File: config.mk
export PLATFORM = sky130hd
export DESIGN_NAME = pipeline_hazard_ctrl_flat
export DESIGN_NICKNAME = d
export VERILOG_FILES = /design/src/rtl/pipeline_hazard_ctrl_if.sv /design/src/rtl/pipeline_hazard_ctrl.sv /design/src/flat_wrapper.sv
export SDC_FILE = /design/constraint.sdc
export NUM_CORES = 1
export LEC_CHECK = 0
export CAP_MARGIN = 15
export CORE_ASPECT_RATIO = 1.25
export CORE_MARGIN = 5
export CORE_UTILIZATION = 46
export CTS_CLUSTER_SIZE = 16
export DETAILED_ROUTE_END_ITERATION = 10
export PLACE_DENSITY = 0.8
export SLEW_MARGIN = 15
export SYNTH_ARGS = -nofsm -noshare
export SYNTH_HDL_FRONTEND = slang
export SYNTH_SLANG_ARGS = --single-unit
export TNS_END_PERCENT = 20
File: constraint.sdc
create_clock -name clk -period 2.4 [get_ports clk]
set_input_delay 0.24 -clock clk [delete_from_list [all_inputs] [get_ports clk]]
set_output_delay 0.24 -clock clk [all_outputs]
set_load 0.02 [all_outputs]
File: src/rtl/pipeline_hazard_ctrl_if.sv
// ----------------------------------------------------------------------------
// pipeline_hazard_ctrl_if
//   Hazard information from the pipeline stages and the stall/flush/forward
//   controls that come back from the hazard controller.
//   Revision: 1.0
// ----------------------------------------------------------------------------
`default_nettype none

interface pipeline_hazard_ctrl_if #(
    parameter int REG_ADDR_WIDTH = 5,
    parameter int CNT_WIDTH      = 32
);
    logic [REG_ADDR_WIDTH-1:0] id_rs1;
    logic [REG_ADDR_WIDTH-1:0] id_rs2;
    logic [REG_ADDR_WIDTH-1:0] ex_rs1;
    logic [REG_ADDR_WIDTH-1:0] ex_rs2;
    logic [REG_ADDR_WIDTH-1:0] ex_rd;
    logic                      ex_mem_read;
    logic [REG_ADDR_WIDTH-1:0] mem_rd;
    logic                      mem_reg_write;
    logic [REG_ADDR_WIDTH-1:0] wb_rd;
    logic                      wb_reg_write;
    logic                      branch_taken;
    logic                      mem_req;
    logic                      dmem_ready;

    logic                      pc_en;
    logic                      if_id_en;
    logic                      id_ex_en;
    logic                      ex_mem_en;
    logic                      mem_wb_en;
    logic                      if_id_flush;
    logic                      id_ex_flush;
    logic                      mem_wb_flush;
    logic [1:0]                fwd_a;
    logic [1:0]                fwd_b;
    logic                      mem_fault;
    logic [CNT_WIDTH-1:0]      stall_cycles;
    logic [CNT_WIDTH-1:0]      flush_count;

    // Pipeline datapath side.
    modport master (
        output id_rs1, id_rs2, ex_rs1, ex_rs2, ex_rd, ex_mem_read,
               mem_rd, mem_reg_write, wb_rd, wb_reg_write,
               branch_taken, mem_req, dmem_ready,
        input  pc_en, if_id_en, id_ex_en, ex_mem_en, mem_wb_en,
               if_id_flush, id_ex_flush, mem_wb_flush,
               fwd_a, fwd_b, mem_fault, stall_cycles, flush_count
    );

    // Hazard controller side.
    modport slave (
        input  id_rs1, id_rs2, ex_rs1, ex_rs2, ex_rd, ex_mem_read,
               mem_rd, mem_reg_write, wb_rd, wb_reg_write,
               branch_taken, mem_req, dmem_ready,
        output pc_en, if_id_en, id_ex_en, ex_mem_en, mem_wb_en,
               if_id_flush, id_ex_flush, mem_wb_flush,
               fwd_a, fwd_b, mem_fault, stall_cycles, flush_count
    );
endinterface

`default_nettype wire

File: src/rtl/pipeline_hazard_ctrl.sv
// ----------------------------------------------------------------------------
// pipeline_hazard_ctrl
//   Stall/flush/forwarding controller for a 5-stage RISC-V pipeline with
//   data-memory wait sequencing, timeout fault and performance counters.
//   Revision: 1.0
// ----------------------------------------------------------------------------
`default_nettype none

module pipeline_hazard_ctrl #(
    parameter int REG_ADDR_WIDTH = 5,
    parameter int MEM_TIMEOUT    = 16,
    parameter int CNT_WIDTH      = 32
) (
    input  wire logic              clk,
    input  wire logic              reset,
    pipeline_hazard_ctrl_if.slave  hz
);
    localparam int                        c_wait_w   = $clog2(MEM_TIMEOUT);
    localparam logic [c_wait_w-1:0]       c_wait_one = c_wait_w'(1);
    localparam logic [c_wait_w-1:0]       c_wait_max = c_wait_w'(MEM_TIMEOUT - 1);
    localparam logic [REG_ADDR_WIDTH-1:0] c_x0       = '0;
    localparam logic [CNT_WIDTH-1:0]      c_cnt_one  = CNT_WIDTH'(1);

    typedef enum logic [1:0] {
        ST_RUN   = 2'd0,
        ST_WAIT  = 2'd1,
        ST_FAULT = 2'd2
    } state_t;

    state_t                r_state;
    logic [c_wait_w-1:0]   r_wait_cnt;
    logic                  r_mem_fault;
    logic [CNT_WIDTH-1:0]  r_stall_cycles;
    logic [CNT_WIDTH-1:0]  r_flush_count;

    logic       w_freeze;
    logic       w_load_use;
    logic       w_pc_en;
    logic       w_if_id_en;
    logic       w_id_ex_en;
    logic       w_ex_mem_en;
    logic       w_if_id_flush;
    logic       w_id_ex_flush;
    logic       w_mem_wb_flush;
    logic [1:0] w_fwd_a;
    logic [1:0] w_fwd_b;

    // MEM result is younger than WB, so it wins when both match.
    always_comb begin
        w_fwd_a = 2'b00;
        w_fwd_b = 2'b00;
        if (hz.mem_reg_write && hz.mem_rd != c_x0 && hz.mem_rd == hz.ex_rs1)
            w_fwd_a = 2'b10;
        else if (hz.wb_reg_write && hz.wb_rd != c_x0 && hz.wb_rd == hz.ex_rs1)
            w_fwd_a = 2'b01;
        if (hz.mem_reg_write && hz.mem_rd != c_x0 && hz.mem_rd == hz.ex_rs2)
            w_fwd_b = 2'b10;
        else if (hz.wb_reg_write && hz.wb_rd != c_x0 && hz.wb_rd == hz.ex_rs2)
            w_fwd_b = 2'b01;
    end

    assign w_freeze   = (hz.mem_req && !hz.dmem_ready) || (r_state == ST_FAULT);
    assign w_load_use = hz.ex_mem_read && (hz.ex_rd != c_x0) &&
                        ((hz.ex_rd == hz.id_rs1) || (hz.ex_rd == hz.id_rs2));

    always_comb begin
        w_pc_en        = 1'b1;
        w_if_id_en     = 1'b1;
        w_id_ex_en     = 1'b1;
        w_ex_mem_en    = 1'b1;
        w_if_id_flush  = 1'b0;
        w_id_ex_flush  = 1'b0;
        w_mem_wb_flush = 1'b0;
        if (w_freeze) begin
            // Hold everything upstream of MEM; WB sees a bubble.
            w_pc_en        = 1'b0;
            w_if_id_en     = 1'b0;
            w_id_ex_en     = 1'b0;
            w_ex_mem_en    = 1'b0;
            w_mem_wb_flush = 1'b1;
        end else if (hz.branch_taken) begin
            w_if_id_flush = 1'b1;
            w_id_ex_flush = 1'b1;
        end else if (w_load_use) begin
            w_pc_en       = 1'b0;
            w_if_id_en    = 1'b0;
            w_id_ex_flush = 1'b1;
        end
    end

    always_ff @(posedge clk or negedge reset) begin
        if (!reset) begin
            r_state        <= ST_RUN;
            r_wait_cnt     <= '0;
            r_mem_fault    <= 1'b0;
            r_stall_cycles <= '0;
            r_flush_count  <= '0;
        end else begin
            case (r_state)
                ST_RUN: begin
                    if (w_freeze) begin
                        r_wait_cnt <= c_wait_one;
                        r_state    <= ST_WAIT;
                    end
                end
                ST_WAIT: begin
                    // A dropped request is an abort, treated like completion.
                    if (hz.dmem_ready || !hz.mem_req) begin
                        r_wait_cnt <= '0;
                        r_state    <= ST_RUN;
                    end else if (r_wait_cnt == c_wait_max) begin
                        r_mem_fault <= 1'b1;
                        r_state     <= ST_FAULT;
                    end else begin
                        r_wait_cnt <= r_wait_cnt + c_wait_one;
                    end
                end
                ST_FAULT: r_state <= ST_FAULT;
                default:  r_state <= ST_RUN;
            endcase

            if (!w_pc_en)
                r_stall_cycles <= r_stall_cycles + c_cnt_one;
            if (hz.branch_taken && !w_freeze)
                r_flush_count <= r_flush_count + c_cnt_one;
        end
    end

    assign hz.pc_en        = w_pc_en;
    assign hz.if_id_en     = w_if_id_en;
    assign hz.id_ex_en     = w_id_ex_en;
    assign hz.ex_mem_en    = w_ex_mem_en;
    assign hz.mem_wb_en    = 1'b1;
    assign hz.if_id_flush  = w_if_id_flush;
    assign hz.id_ex_flush  = w_id_ex_flush;
    assign hz.mem_wb_flush = w_mem_wb_flush;
    assign hz.fwd_a        = w_fwd_a;
    assign hz.fwd_b        = w_fwd_b;
    assign hz.mem_fault    = r_mem_fault;
    assign hz.stall_cycles = r_stall_cycles;
    assign hz.flush_count  = r_flush_count;

endmodule

`default_nettype wire

File: src/flat_wrapper.sv
// flat-port wrapper written by rule: the top's interface ports become plain ports
module pipeline_hazard_ctrl_flat 
#(
    parameter int REG_ADDR_WIDTH = 5,
    parameter int MEM_TIMEOUT    = 16,
    parameter int CNT_WIDTH      = 32
)
  (clk, reset, hz_id_rs1, hz_id_rs2, hz_ex_rs1, hz_ex_rs2, hz_ex_rd, hz_ex_mem_read, hz_mem_rd, hz_mem_reg_write, hz_wb_rd, hz_wb_reg_write, hz_branch_taken, hz_mem_req, hz_dmem_ready, hz_pc_en, hz_if_id_en, hz_id_ex_en, hz_ex_mem_en, hz_mem_wb_en, hz_if_id_flush, hz_id_ex_flush, hz_mem_wb_flush, hz_fwd_a, hz_fwd_b, hz_mem_fault, hz_stall_cycles, hz_flush_count);
  pipeline_hazard_ctrl_if #(.REG_ADDR_WIDTH(REG_ADDR_WIDTH), .CNT_WIDTH(CNT_WIDTH)) hz_i ();
  input  wire logic clk;
  input  wire logic reset;
  input wire logic [$bits(hz_i.id_rs1)-1:0] hz_id_rs1;
  input wire logic [$bits(hz_i.id_rs2)-1:0] hz_id_rs2;
  input wire logic [$bits(hz_i.ex_rs1)-1:0] hz_ex_rs1;
  input wire logic [$bits(hz_i.ex_rs2)-1:0] hz_ex_rs2;
  input wire logic [$bits(hz_i.ex_rd)-1:0] hz_ex_rd;
  input wire logic [$bits(hz_i.ex_mem_read)-1:0] hz_ex_mem_read;
  input wire logic [$bits(hz_i.mem_rd)-1:0] hz_mem_rd;
  input wire logic [$bits(hz_i.mem_reg_write)-1:0] hz_mem_reg_write;
  input wire logic [$bits(hz_i.wb_rd)-1:0] hz_wb_rd;
  input wire logic [$bits(hz_i.wb_reg_write)-1:0] hz_wb_reg_write;
  input wire logic [$bits(hz_i.branch_taken)-1:0] hz_branch_taken;
  input wire logic [$bits(hz_i.mem_req)-1:0] hz_mem_req;
  input wire logic [$bits(hz_i.dmem_ready)-1:0] hz_dmem_ready;
  output wire logic [$bits(hz_i.pc_en)-1:0] hz_pc_en;
  output wire logic [$bits(hz_i.if_id_en)-1:0] hz_if_id_en;
  output wire logic [$bits(hz_i.id_ex_en)-1:0] hz_id_ex_en;
  output wire logic [$bits(hz_i.ex_mem_en)-1:0] hz_ex_mem_en;
  output wire logic [$bits(hz_i.mem_wb_en)-1:0] hz_mem_wb_en;
  output wire logic [$bits(hz_i.if_id_flush)-1:0] hz_if_id_flush;
  output wire logic [$bits(hz_i.id_ex_flush)-1:0] hz_id_ex_flush;
  output wire logic [$bits(hz_i.mem_wb_flush)-1:0] hz_mem_wb_flush;
  output wire logic [$bits(hz_i.fwd_a)-1:0] hz_fwd_a;
  output wire logic [$bits(hz_i.fwd_b)-1:0] hz_fwd_b;
  output wire logic [$bits(hz_i.mem_fault)-1:0] hz_mem_fault;
  output wire logic [$bits(hz_i.stall_cycles)-1:0] hz_stall_cycles;
  output wire logic [$bits(hz_i.flush_count)-1:0] hz_flush_count;
  assign hz_i.id_rs1 = hz_id_rs1;
  assign hz_i.id_rs2 = hz_id_rs2;
  assign hz_i.ex_rs1 = hz_ex_rs1;
  assign hz_i.ex_rs2 = hz_ex_rs2;
  assign hz_i.ex_rd = hz_ex_rd;
  assign hz_i.ex_mem_read = hz_ex_mem_read;
  assign hz_i.mem_rd = hz_mem_rd;
  assign hz_i.mem_reg_write = hz_mem_reg_write;
  assign hz_i.wb_rd = hz_wb_rd;
  assign hz_i.wb_reg_write = hz_wb_reg_write;
  assign hz_i.branch_taken = hz_branch_taken;
  assign hz_i.mem_req = hz_mem_req;
  assign hz_i.dmem_ready = hz_dmem_ready;
  assign hz_pc_en = hz_i.pc_en;
  assign hz_if_id_en = hz_i.if_id_en;
  assign hz_id_ex_en = hz_i.id_ex_en;
  assign hz_ex_mem_en = hz_i.ex_mem_en;
  assign hz_mem_wb_en = hz_i.mem_wb_en;
  assign hz_if_id_flush = hz_i.if_id_flush;
  assign hz_id_ex_flush = hz_i.id_ex_flush;
  assign hz_mem_wb_flush = hz_i.mem_wb_flush;
  assign hz_fwd_a = hz_i.fwd_a;
  assign hz_fwd_b = hz_i.fwd_b;
  assign hz_mem_fault = hz_i.mem_fault;
  assign hz_stall_cycles = hz_i.stall_cycles;
  assign hz_flush_count = hz_i.flush_count;
  pipeline_hazard_ctrl #(.REG_ADDR_WIDTH(REG_ADDR_WIDTH), .MEM_TIMEOUT(MEM_TIMEOUT), .CNT_WIDTH(CNT_WIDTH)) u_core (.clk(clk), .reset(reset), .hz(hz_i));
endmodule
# Yosys cells after proc, flatten, opt, wreduce, memory -nomap -nowiden
# Cells that the tools add are included.
# totals
register_bits,71
inputBits,43
out_inout_bits,77
elab_cells,67
# classes
addsub,3
n_eq_ne,12
muxes,22
n_bitwise,1
n_reduce_logical,24
# op_table
op,count
"32-bit by 1-bit adder with 32-bit output, second input constant",2
5-bit == test,6
5-bit nonzero test,3
1-bit two-way mux,12
4-bit two-way mux,3
1-bit logical AND,10
2-bit two-way mux,5
4-bit one-hot mux with 2 select lines,1
2-bit one-hot mux with 3 select lines,1
3-bit AND reduction,2
"4-bit by 1-bit adder with 4-bit output, second input constant",1
"4-bit == test, second input constant",1
1-bit zero test,3
1-bit logical OR,3
"3-bit by 1-bit inequality test with 1-bit output, second input constant",1
"3-bit by 2-bit inequality test with 1-bit output, second input constant",1
"2-bit by 1-bit == test with 1-bit output, second input constant",1
"2-bit == test, second input constant",1
2-bit zero test,1
"2-bit by 1-bit inequality test with 1-bit output, second input constant",1
2-bit AND reduction,1
2-bit nonzero test,1
1-bit inverter,1

# Logic depth before layout (Yosys ltp)
# Gate-level depths: netlist (run 1).
# depth
ltp_word,6
depth_mapped,9

# Least setup slack after synthesis (run 1)
# OpenSTA, ideal clock, no wires.
# synth_timing
path_kind,reg2out
start,reg u_core.r_state[1]
end,out hz_pc_en
arrival_time_ps,2112
t_required_ps,2160
setup_slack_ps,48
stages_incl_launch_ff,8
cell_sequence,dfrtp_1 clkbuf_1 nor2b_1 nor2_1 o31ai_4 inv_2 buf_2 buf_4
# synth_via
elab_chain_len,3
# synth_lines
element,line_no,rtl
start: declaration,pipeline_hazard_ctrl.sv:30,state_t r_state;
start signal: assignment,pipeline_hazard_ctrl.sv:93,r_state <= ST_RUN;
start signal: assignment,pipeline_hazard_ctrl.sv:103,r_state <= ST_WAIT;
start signal: assignment,pipeline_hazard_ctrl.sv:110,r_state <= ST_RUN;
2-bit == test,pipeline_hazard_ctrl.sv:62,assign w_freeze = (hz.mem_req && !hz.dmem_ready) || (r_state == ST_FAULT);
1-bit logical OR,pipeline_hazard_ctrl.sv:62,
1-bit two-way mux,n/a,
end: declaration,flat_wrapper.sv:25,output wire logic [$bits(hz_i.pc_en)-1:0] hz_pc_en;
# Every way passes these cells.

# Worst setup path in the final report (run 1)
# layout_timing
start,in hz_ex_rs1[4]
end,out hz_fwd_a[1]
# layout_via
elab_chain_len,3
# layout_lines
element,line_no,rtl
start: declaration,flat_wrapper.sv:14,input wire logic [$bits(hz_i.ex_rs1)-1:0] hz_ex_rs1;
5-bit == test,pipeline_hazard_ctrl.sv:52,if (hz.mem_reg_write && hz.mem_rd != c_x0 && hz.mem_rd == hz.ex_rs1)
1-bit logical AND,pipeline_hazard_ctrl.sv:52,
2-bit two-way mux,pipeline_hazard_ctrl.sv:52,
end: declaration,flat_wrapper.sv:33,output wire logic [$bits(hz_i.fwd_a)-1:0] hz_fwd_a;
# Every way passes these cells.

==> metrics.yaml, run 1 <==
run_status:
  status: "finished, violations left"
  violations: "negative setup slack"
sta:
  setup_ws_ps: -47.9
  slew_headroom_pct: 51.2
  min_period_ps: 2450
  tightest_slew_ps: 732
  hold_violations: 0
  max_freq_mhz: 409
  setup_violations: 1
  clock-skew-final_ps: 9.86
  rsz0062_at_grt: "true"
  slew_violations: 0
  period_share_pct: 102
routing:
  drc: 0
  wl_met1_um: 3680
  ant_nets: 0
  avgViaCountPerCell: 5.29
  drt-total-wl_um: 9200
  vias: 3228
  wl_met2_um: 4550
  drtIter0Drc: 104
  wl_met3_um: 765
  dr.pass1.iters: 4
  highest_layer: "met4"
  post_drt_wl_per_cell_um: 15.1
global_routing:
  grt_max_degree: 43
  grt_pass1_vias: 3261
  grt_pass1_wl_um: 15200
  track_usage_pct: 19.1
  antenna_found_initial: 0
  grt_overflow_total: 0
die:
  rows: 36
  die-height_um: 110
  dieArea_mm2: 0.00993
  pin_count: 120
  dieWidth_um: 90.1
  start_util_pct: 47.1
  core_area_mm2: 0.00784
cells_and_area:
  fin_cells: 610
  layout-drive-gt1-share_pct: 10.9
  antenna_cells: 0
  nets: 557
  final_core_util_pct: 68.6
  syn2layout_area_growth_pct: 45.6
clock_tree:
  cts.sinks: 71
  clk_latency_ps: 350
  h-tree-depth: 3
  cts_tree: "yes"
  cts_buffers: 9
  cts_buffer_depth: 2
  cts-root-buf: "clkbuf_8"
  clk_transition_reported_paths_ps: 60
power:
  irDropWorstVdd_mv: 0.338
  p_per_area_mw_per_mm2: 599
  p_leak_nw: 2.39
worst_setup_path:
  critPathMaxFanout: 2
  required_ps: 2160
  startpoint_type: "input pin"
  crit_path_end_kind: "output port"
  path_class: "input pin to output port"
  critPathArrivalTime_ps: 2210
  rr_worst_depth: 6
hold_path:
  min_path_cells: 1
  worst_hold_path_type: "flip-flop to flip-flop"
yosys:
  syn_area_mm2: 0.00369
  ys_ff_latch: 71
  syn_avg_cell_area_um2: 10.3
  synth_cell_types: 41
  yosys_warnings: 0
  syn_nets: 404
  seq_area_frac_synth_pct: 48.1
  synthesis.instances: 358
placement:
  numPortBuffers: 118
  dp_hpwl_um: 7160
  post-place-ws_ps: -323
  dp.cells: 594
  gp_congestion: 0.844
run:
  cap_violations: 0
worst max-delay path, stage by stage:
cell,delay (ps)
clkdlybuf4s50_1,520
buf_4,130
xnor2_1,100
nand3_1,90
nor4_1,360
buf_4,180
clkdlybuf4s50_1,600
placed cells by master, fill, tap and decap left out, drive strengths merged, types with 2 or more instances in the layout:
cell           count
clkdlybuf4s50    111
dfrtp             71
xor2              55
xnor2             37
nand2             35
buf               33
nor2              27
nand3             18
nand4             18
clkbuf            17
and3              12
nor4              11
nor3              10
or4                7
and4               6
o21ai              6
inv                5
a21oi              4
nand2b             3
or3                3
ha                 3
dlygate4sd2        3
nor2b              2
nor3b              2
or2                2
area by class of cell:
cell class | count | area, um^2
Clock buffer | 15 | 176
Fill cell | 640 | 2460
Inverter | 5 | 18.8
Multi-Input combinational cell | 273 | 1850
Sequential cell | 71 | 1780
Tap cell | 95 | 119
Timing Repair Buffer | 151 | 1430
sequential cells by signal (all words and copies together), names as in the netlist:
register	cells
u_core.hz.stall_cycles	32
u_core.hz.flush_count	32
u_core.r_state	2
u_core.hz.mem_fault	1
u_core.r_wait_cnt	4
cell usage after synthesis (all sizes together):
master / n / share of area [%]
mux2i: 1 / 0.27
xnor2: 37 / 8.8
or3: 3 / 0.51
dfrtp: 71 / 48
nand4: 18 / 3.2
o21bai: 1 / 0.20
nand2: 35 / 3.6
or4: 7 / 1.5
o22ai: 1 / 0.17
nor4b: 1 / 0.41
nor3: 10 / 1.4
nor4: 11 / 1.9
nor3b: 2 / 0.41
a211oi: 1 / 0.20
a22oi: 1 / 0.20
mux2: 1 / 0.31
or2: 2 / 0.34
clkbuf: 4 / 0.41
inv: 5 / 0.51
and2: 1 / 0.17
xor2: 55 / 13
conb: 1 / 0.10
nor2b: 2 / 0.34
ha: 3 / 1.0
nand3: 18 / 2.4
o31ai: 1 / 0.58
nand2b: 3 / 0.51
and4: 6 / 1.4
and3: 12 / 2.0
o32ai: 1 / 0.75
nor2: 27 / 2.7
o41ai: 1 / 0.24
buf: 5 / 0.88
a21oi: 4 / 0.54
o21ai: 6 / 0.81
what timing repair did:
action | in CTS | in global routing
buffers inserted | 0 | 0
hold buffers | 1 | 0
setup endpoints to repair | 7 | 4
gates resized for setup | 6 | 8
hold endpoints to repair | 29 | 0
per-layer routing:
metal	vias up	track usage, %
li1	1550	-
met1	1538	21.3
met2	120	32.8
met3	20	6.79
met4	0	8.83
met5	-	0
logic make-up after synthesis:
| kind of cell | count (synthesis) | share of synthesized area, % |
|---|---|---|
| simple gates | 158 | 22.8 |
| xor+xnor | 92 | 21.8 |
| flops | 71 | 48.1 |
| mux | 2 | 0.576 |
| other cells | 1 | 0.102 |
| fa+ha+maj | 3 | 1.02 |
| compound gates | 17 | 3.70 |
| buf+inv | 14 | 1.80 |
per-stage QoR:
| step | hold slack [ps] | cell area, um^2 | total power [mW] | TNS, ps |
|---|---|---|---|---|
| after global routing | 484 | 5370 | 3.37 | -124 |
| after global placement | 333 | 5190 | 2.34 | -1460 |
| after floorplan | -55.6 | 3690 | 1.87 | 0 |
| final | 468 | 5370 | 3.22 | -47.9 |
| after detailed placement | 330 | 5190 | 2.37 | -1680 |
| after CTS | 476 | 5370 | 3.24 | -101 |
power breakdown:
part	internal, mW	switching [mW]
sequential	1.32	0.161
clock	0.457	0.422
combinational	0.443	0.417
total	2.22	1.00
path summary, 6_finish.rpt:
path                       slack [ps]                  startpoint                          to
hold reg to reg                   470  u_core.hz.stall_cycles[31]  u_core.hz.stall_cycles[31]
max in group asynchronous        1240                       reset    u_core.hz.flush_count[7]
setup / recovery                  -50                hz_ex_rs1[4]                 hz_fwd_a[1]
min in group asynchronous         490                       reset   u_core.hz.stall_cycles[6]
setup reg to reg                  160   u_core.hz.stall_cycles[7]  u_core.hz.stall_cycles[31]
hold / removal                    470  u_core.hz.stall_cycles[31]  u_core.hz.stall_cycles[31]
Note: power is estimated with default switching activity, not from simulation.
==> run 2, diff against run 1 <==
CORE_UTILIZATION = 48   (was 46)
CTS_BUF_LIST = sky130_fd_sc_hd__clkbuf_2 sky130_fd_sc_hd__clkbuf_4 sky130_fd_sc_hd__clkbuf_8   (was default)
MAX_ROUTING_LAYER = met4   (was default)
PLACE_DENSITY = 0.83   (was 0.8)
==> run 2 against run 1 <==
Against the previous run: the flow now finishes without violations; register-to-register slack got worse by 30 ps; hold slack improved by 0.75 ps; wire length up 1.8%; cell count down 0.82%; largest power group unchanged.
==> metrics.yaml, run 2 (synthesis gave the netlist of run 1 again) <==
die:
  start_util_pct: 49.6  # +2.5 points
  rows: 35  # -2.8%
  core_area_mm2: 0.00744  # -5.0%
  dieWidth_um: 88.4  # -1.9%
  pin_count: 120  # unchanged
  die-height_um: 108  # -1.9%
  dieArea_mm2: 0.00955  # -3.8%
clock_tree:
  cts-root-buf: "clkbuf_8"
  h-tree-depth: 3  # unchanged
  clk_transition_reported_paths_ps: 80  # +20 ps
  cts_tree: "yes"
  cts_buffer_depth: 2  # unchanged
  post_cts_buffers: 0  # unchanged
  clk_latency_ps: 350  # about the same
  cts_buffers: 9  # unchanged
  cts.sinks: 71  # unchanged
global_routing:
  grt_overflow_total: 0  # unchanged
  grt_max_degree: 40  # -7.0%
  antenna_found_initial: 0  # unchanged
  grt_pass1_vias: 3304  # +1.3%
  grt_pass1_wl_um: 15400  # +1.5%
  track_usage_pct: 21.3  # +2.2 points
worst_setup_path:
  cp_slowest_cell: "or4_1"
  crit_family: "simple AND/OR/NAND/NOR gates"
  max_stage_delay_ps: 520  # -80 ps
  path_class: "input pin to output port"
  crit_path_end_kind: "output port"
  crit_buf_inv: 2  # -2
  crit_top_cell: "nor4_1"
  critPathMaxFanout: 2  # unchanged
  crit_chain: "clkdlybuf4s50_1, or4_1, o21ai_1, nor4_1, nor4_1, dlygate4sd1_1"
  startpoint_type: "input pin"
  required_ps: 2160  # about the same
  critPathArrivalTime_ps: 2100  # -110 ps
routing:
  drt-total-wl_um: 9360  # +1.8%
  ant_nets: 0  # unchanged
  drc: 0  # unchanged
  drtIter0Drc: 90  # -13%
  post_drt_wl_per_cell_um: 15.5  # +2.7%
  avgViaCountPerCell: 5.31  # +0.39%
  dr.pass1.iters: 4  # unchanged
  vias: 3214  # -0.43%
sta:
  clock-skew-final_ps: 10.2  # +0.339 ps
  period_share_pct: 97.6  # -4.4 points
  max_freq_mhz: 427  # +4.5%
  min_period_ps: 2340  # -106 ps
  slew_headroom_pct: 48.7  # -2.5 points
  setup_violations: 0  # -1
  tightest_slew_ps: 769  # +37.3 ps
  slew_violations: 0  # unchanged
  rsz0062_at_grt: "false"
  fin_hold_ws_ps: 469  # +0.749 ps
  hold_violations: 0  # unchanged
  setup_ws_ps: 58.3  # +106 ps
placement:
  dp_hpwl_um: 7250  # +1.3%
  gp_congestion: 0.784  # -7.1%
  post-place-ws_ps: -404  # -81.7 ps
  dp.cells: 588  # -1.0%
  numPortBuffers: 118  # unchanged
cells_and_area:
  syn2layout_area_growth_pct: 46.3
  fin_cells: 605  # -0.82%
  most-common-layout-cells: "clkdlybuf4s50_1 (110), dfrtp_1 (71), xor2_1 (55)"
  final_common_cell: "clkdlybuf4s50_1"
  antenna_cells: 0  # unchanged
  nets: 554  # -0.54%
  layout-drive-gt1-share_pct: 12.1  # +1.2 points
power:
  p_per_area_mw_per_mm2: 628  # +4.9%
  p_leak_nw: 2.38  # -0.14%
  seq_power_share_pct: 43.8  # -2.1 points
  irDropWorstVdd_mv: 0.429  # +27%
  p_sw_mw: 1.04  # +4.2%
  pwr-share-comb_pct: 24.5  # -2.2 points
  pwr-share-clk_pct: 31.7  # +4.4 points
  p_sw_share_pct: 30.7  # -0.36 points
  p_int_mw: 2.35  # +6.0%
hold_path:
  worst_hold_path_type: "flip-flop to flip-flop"
run_status:
  status: "completed"
run:
  cap_violations: 0  # unchanged
==> run 2: changes by cell type in the layout (fill, tap and decap cells not counted), sizes merged <==
cell | previous run | this run
clkbuf | 17 | 12
bufinv | 0 | 2
clkinv | 0 | 2
buf | 33 | 32
clkdlybuf4s50 | 111 | 110
clkinvlp | 0 | 1
dlygate4sd1 | 0 | 1
dlygate4sd2 | 3 | 2
dlymetal6s2s | 1 | 0
inv | 5 | 6
==> run 2: layout make-up <==
class | instances | area, um^2
fillers | 561 | 2050
multi-input cells | 273 | 1870
flip-flops and latches | 71 | 1780
repair buffers | 148 | 1400
clock inverters | 6 | 93.8
well taps | 92 | 115
clock buffers | 10 | 131
inverters | 5 | 18.8
==> run 2: what timing repair did <==
action,CTS,global route
hold buffers,1,0
gates cloned,0,0
setup endpoints to repair,8,5
hold endpoints to repair,32,0
resized for setup,10,9
==> run 2: worst reg2reg max path, stage by stage (launching register included) <==
cell and delay, ps:
dfrtp_1 440, nand4_2 140, or4_1 540, or4_4 450, o32ai_4 240, nand4_1 180
xnor2_1 150
==> run 2: path summary, 6_finish.rpt <==
| check | start | end | slack (ps) | depth (start not counted) |
|---|---|---|---|---|
| min in group asynchronous | reset | u_core.hz.stall_cycles[19] | 490 | 2 |
| worst min-delay path | u_core.hz.mem_fault | u_core.hz.mem_fault | 470 | 1 |
| worst max-delay path | hz_mem_rd[1] | hz_fwd_b[0] | 60 | 6 |
| worst max register to register | u_core.hz.stall_cycles[7] | u_core.hz.stall_cycles[25] | 130 | 6 |
| max in group asynchronous | reset | u_core.hz.flush_count[15] | 1230 | 3 |
| worst min register to register | u_core.hz.mem_fault | u_core.hz.mem_fault | 470 | 1 |
==> run 2: layer usage <==
| metal | global-route usage, % | vias to the layer above | wire, um |
|---|---|---|---|
| met5 | - | - | 0 |
| met4 | 8.64 | 0 | 242 |
| met3 | 5.41 | 20 | 633 |
| met2 | 36.1 | 113 | 4890 |
| met1 | 23.6 | 1538 | 3600 |
| li1 | - | 1543 | - |
==> run 2: stage by stage <==
stage	cell area, um^2	setup TNS (ps)	total power [mW]	utilization, %
2_1_floorplan	3690	0	1.87	-
3_3_place_gp	5160	-1820	2.32	69.4
3_5_place_dp	5160	-2890	2.35	69.4
4_1_cts	5390	0	3.43	72.4
5_1_grt	5400	0	3.55	72.5
6_report	5400	0	3.39	72.5
==> run 2: power by group through the flow <==
| stage | Sequential, mW | Combinational (mW) | Clock (mW) |
|---|---|---|---|
| 2_1_floorplan | 1.61 | 0.263 | 0 |
| 3_3_place_gp | 1.50 | 0.824 | 0 |
| 3_5_place_dp | 1.51 | 0.841 | 0 |
| 4_1_cts | 1.49 | 0.845 | 1.10 |
| 5_1_grt | 1.51 | 0.896 | 1.15 |
| 6_report | 1.49 | 0.832 | 1.07 |
